<file path="config.mk">
export PLATFORM = sky130hd
export DESIGN_NAME = button_debouncer
export DESIGN_NICKNAME = d
export VERILOG_FILES = /design/src/rtl/button_debouncer.sv
export SDC_FILE = /design/constraint.sdc
export NUM_CORES = 1
export LEC_CHECK = 0
export CAP_MARGIN = 20
export CORE_ASPECT_RATIO = 0.75
export CORE_MARGIN = 2
export CORE_UTILIZATION = 55
export DETAILED_ROUTE_END_ITERATION = 6
export PLACE_DENSITY_LB_ADDON = 0.3
export SYNTH_ARGS = -nofsm -noshare
export SYNTH_HDL_FRONTEND = slang
export SYNTH_SLANG_ARGS = --single-unit
</file>
<file path="constraint.sdc">
create_clock -name clk -period 5.6 [get_ports clk]
set_clock_uncertainty 0.05 [all_clocks]
set_input_delay 1.12 -clock clk [delete_from_list [all_inputs] [get_ports clk]]
set_output_delay 1.12 -clock clk [all_outputs]
set_load 0.01 [all_outputs]
</file>
<file path="src/rtl/button_debouncer.sv">
// Push-button front end: two-flop synchroniser, bounce filter and
// press / release / long-press event generation with a 6-bit press counter.
module button_debouncer #(
    parameter int DEBOUNCE_CYCLES   = 270000,
    parameter int LONG_PRESS_CYCLES = 27000000,
    parameter int ACTIVE_LOW        = 1
) (
    input  logic       clk,
    input  logic       rst,
    input  logic       btn_in,
    output logic       pressed,
    output logic       press_pulse,
    output logic       release_pulse,
    output logic       long_press,
    output logic [5:0] press_count
);

    localparam int DW = $clog2(DEBOUNCE_CYCLES + 1);
    localparam int HW = $clog2(LONG_PRESS_CYCLES + 1);

    localparam logic [DW-1:0] DB_LAST   = DW'(DEBOUNCE_CYCLES - 1);
    localparam logic [HW-1:0] HOLD_MAX  = HW'(LONG_PRESS_CYCLES);
    localparam logic [HW-1:0] HOLD_LAST = HW'(LONG_PRESS_CYCLES - 1);
    localparam logic          IDLE_LEVEL = (ACTIVE_LOW != 0);

    typedef enum logic [1:0] {
        RELEASED,
        PRESS_WAIT,
        PRESSED,
        RELEASE_WAIT
    } state_t;

    state_t        state;
    logic          sync1;
    logic          sync2;
    logic          btn_s;
    logic          release_now;
    logic          holding;
    logic [DW-1:0] db_cnt;
    logic [HW-1:0] hold_cnt;

    // Normalised synchronised level: 1 means the button is pressed.
    assign btn_s = sync2 ^ IDLE_LEVEL;

    assign holding     = (state == PRESSED) || (state == RELEASE_WAIT);
    assign release_now = (state == RELEASE_WAIT) && !btn_s
                         && (db_cnt == DB_LAST);

    always_ff @(posedge clk) begin
        if (rst) begin
            state         <= RELEASED;
            sync1         <= IDLE_LEVEL;
            sync2         <= IDLE_LEVEL;
            db_cnt        <= '0;
            hold_cnt      <= '0;
            pressed       <= 1'b0;
            press_pulse   <= 1'b0;
            release_pulse <= 1'b0;
            long_press    <= 1'b0;
            press_count   <= '0;
        end else begin
            sync1         <= btn_in;
            sync2         <= sync1;
            press_pulse   <= 1'b0;
            release_pulse <= 1'b0;
            long_press    <= 1'b0;

            // Saturating hold timer; an accepted release suppresses long_press.
            if (holding && (hold_cnt < HOLD_MAX)) begin
                hold_cnt <= hold_cnt + 1'b1;
                if ((hold_cnt == HOLD_LAST) && !release_now) begin
                    long_press <= 1'b1;
                end
            end

            unique case (state)
                RELEASED: begin
                    if (btn_s) begin
                        state  <= PRESS_WAIT;
                        db_cnt <= '0;
                    end
                end
                PRESS_WAIT: begin
                    if (!btn_s) begin
                        state <= RELEASED;
                    end else if (db_cnt == DB_LAST) begin
                        state       <= PRESSED;
                        pressed     <= 1'b1;
                        press_pulse <= 1'b1;
                        press_count <= press_count + 6'd1;
                        hold_cnt    <= '0;
                    end else begin
                        db_cnt <= db_cnt + 1'b1;
                    end
                end
                PRESSED: begin
                    if (!btn_s) begin
                        state  <= RELEASE_WAIT;
                        db_cnt <= '0;
                    end
                end
                RELEASE_WAIT: begin
                    if (btn_s) begin
                        state <= PRESSED;
                    end else if (db_cnt == DB_LAST) begin
                        state         <= RELEASED;
                        pressed       <= 1'b0;
                        release_pulse <= 1'b1;
                    end else begin
                        db_cnt <= db_cnt + 1'b1;
                    end
                end
                default: begin
                    state <= RELEASED;
                end
            endcase
        end
    end

endmodule

</file>
==> impl_metrics.env <==
export IMPL_outcome="completed"
export IMPL_dp_hpwl_mm=3.98
export IMPL_hp_class="reg -> reg"
export IMPL_routabilityCongestion=0.849
export IMPL_path_class="in -> reg"
export IMPL_cts_path_max_buffers=2
export IMPL_diodes=0
export IMPL_rows=23
export IMPL_cp_arrival_ns=2.97
export IMPL_post_route_cell_area_um2=3280
export IMPL_timing_final_max_slew_violations=0
export IMPL_port_buffers=12
export IMPL_finalSetupTns_ns=0
export IMPL_cp_data_required_time_ns=5.79
export IMPL_netlist_area_um2=2950
export IMPL_grt_pass1_wl_mm=9.76
export IMPL_grt_pass1_vias=2136
export IMPL_overflow=0
export IMPL_antenna_left=0
export IMPL_setup_violations=0
export IMPL_wl_per_cell_um=13.8
export IMPL_startpoint_type="primary input"
export IMPL_yosysSeqAreaShare=0.393
export IMPL_dieArea_um2=5980
export IMPL_die_height_um=67.5
export IMPL_cts_tree="built"
export IMPL_synth_area_leaders="dfxtp_1 (39%), xnor2_1 (7.4%), nor2_1 (6.7%)"
export IMPL_syn_nets=328
export IMPL_synth_main_ff_cell="dfxtp_1"
export IMPL_reg2reg_from="db_cnt[0]"
export IMPL_vias_per_cell=5.67
export IMPL_postCtsResizedCells=0
export IMPL_drcViolationCount=0
export IMPL_grt_setup_unrepaired="false"
export IMPL_io_pins=13
export IMPL_wirelength_mm=5.71
export IMPL_antenna_found_initial=0
export IMPL_drv_cap=0
export IMPL_drt_iter0_markers=102
export IMPL_root_buffer="clkbuf_8"
export IMPL_max_slew_margin_rel=0.366
export IMPL_vdd_ir_drop_max_mv=0.164
export IMPL_max_clock_freq_mhz=360
export IMPL_min_period_ns=2.78
export IMPL_worstSetupEndpointType="flop"
export IMPL_cellPowerDensity_nw_per_um2=238
export IMPL_tightest_slew_ns=0.951
export IMPL_async_reset_ff_frac=0
export IMPL_yosys_top_cells_count="dfxtp_1 (58), nor2_1 (53), xnor2_1 (25), nand2_1 (17), nand3_1 (16)"
export IMPL_layout_drive_gt1_share=0.147
export IMPL_clk_pin_slew_ns=0.07
export IMPL_cts_buffers=9
export IMPL_synth_enable_flop_cells=0
export IMPL_placed_cell_area_um2=3100
export IMPL_yosysUniqueCellTypes=56
export IMPL_yosysTopAreaCellShare=0.393
export IMPL_finalHoldViolCount=0
export IMPL_yosysMostFrequentCell="dfxtp_1"
export IMPL_worst_path_max_fanout=25
export IMPL_hold_start="sync1"
export IMPL_area_growth_pct=10.9
export IMPL_synth_top_area_cell="dfxtp_1"
export IMPL_ys_ff_latch=58
export IMPL_nets=341
export IMPL_critPathLaunch="rst"
export IMPL_fp_dieW_um=88.6
export IMPL_syn_avg_cell_area_um2=9.17
export IMPL_fin_crit_sh=0.496
export IMPL_synth_cells=322
export IMPL_post_cts_setup_buffers=0
export IMPL_cts_sinks=58
export IMPL_core_um2=5270
export IMPL_num_vias=2347
export IMPL_worst_skew_pair_late_latency_ns=0.34
export IMPL_p_leak_nw=1.06
export IMPL_whs_ns=0.359
export IMPL_start_util=0.561
export IMPL_track_usage=0.211
export IMPL_yosys_warnings=0
export IMPL_grt_max_degree=26
export IMPL_ctsHoldBuffers=0
export IMPL_htreeDepth=3
export IMPL_dr_pass1_iters=4
## metal layers
metal | track usage | routed length [µm]
met1 | 0.282 | 2800
met3 | 0.0636 | 337
met4 | 0.0871 | 100
met2 | 0.318 | 2470
met5 | 0 | 0
## area by class of cell
class | instances | area [µm²]
clock buffer | 11 | 151
clock inverter | 4 | 27.5
fill | 439 | 1990
inverter | 6 | 22.5
multi-input combinational | 246 | 1680
sequential | 58 | 1160
tap | 75 | 93.8
timing repair buffer | 14 | 139
## state kept, by name, summed over array words and instances, names as in the netlist, named ones only
register and count:
db_cnt 19, hold_cnt 25, long_press 1, press_count 6, press_pulse 1, pressed 1, release_pulse 1, state 1
sync1 1, sync2 1
## critical path, cell delays in order
cell and delay, ns:
clkdlybuf4s50_1 0.71, nand2b_1 0.73, a311oi_1 0.40
## metrics by stage
stage                     power, mW  cells  setup slack [ns]   util
after floorplan               0.438    322              3.55      -
after global placement        0.442    398              2.49  0.586
after detailed placement      0.444    399              2.44  0.588
after CTS                     0.793    414              2.79  0.622
after global routing          0.810    414              2.67  0.622
final                         0.780    414              2.82  0.622
## final timing paths
| path | to | slack, ns | cells after the start |
|---|---|---|---|
| max reg2reg | hold_cnt[17] | 3.11 | 6 |
| min reg2reg | sync2 | 0.36 | 1 |
| max | hold_cnt[23] | 2.82 | 3 |
| min | sync2 | 0.36 | 1 |
## logic make-up (layout without fill, tap and decap cells)
| group | after synthesis | count (layout) | synth area share |
|---|---|---|---|
| AND/OR/NAND/NOR | 172 | 172 | 0.361 |
| flip-flops | 58 | 58 | 0.393 |
| XOR/XNOR | 39 | 39 | 0.118 |
| AO/OA/AOI/OAI | 29 | 29 | 0.0669 |
| buffers and inverters | 18 | 35 | 0.0381 |
| adder cells (fa/ha/maj) | 3 | 3 | 0.0127 |
| multiplexers | 3 | 3 | 0.0102 |
## power by group
group          internal (mW)  switching (mW)
sequential             0.415         0.00160
clock                  0.181           0.165
combinational        0.00706          0.0108
## cells in the final DEF, fill, tap and decap left out, types with 5 or more instances in the layout
cell type and instances:
o21ai_0 5, nor2_1 53, nor4_1 7, xor2_1 13
nor4_2 10, clkbuf_8 11, nand3_1 16, dfxtp_1 58
inv_1 6, a21oi_1 8, nand2_1 17, xnor2_1 25
or3_1 8, nand4_1 14, and3_1 7, nand4_2 5
clkdlybuf4s50_1 12
(Power assumes the default switching activity.)
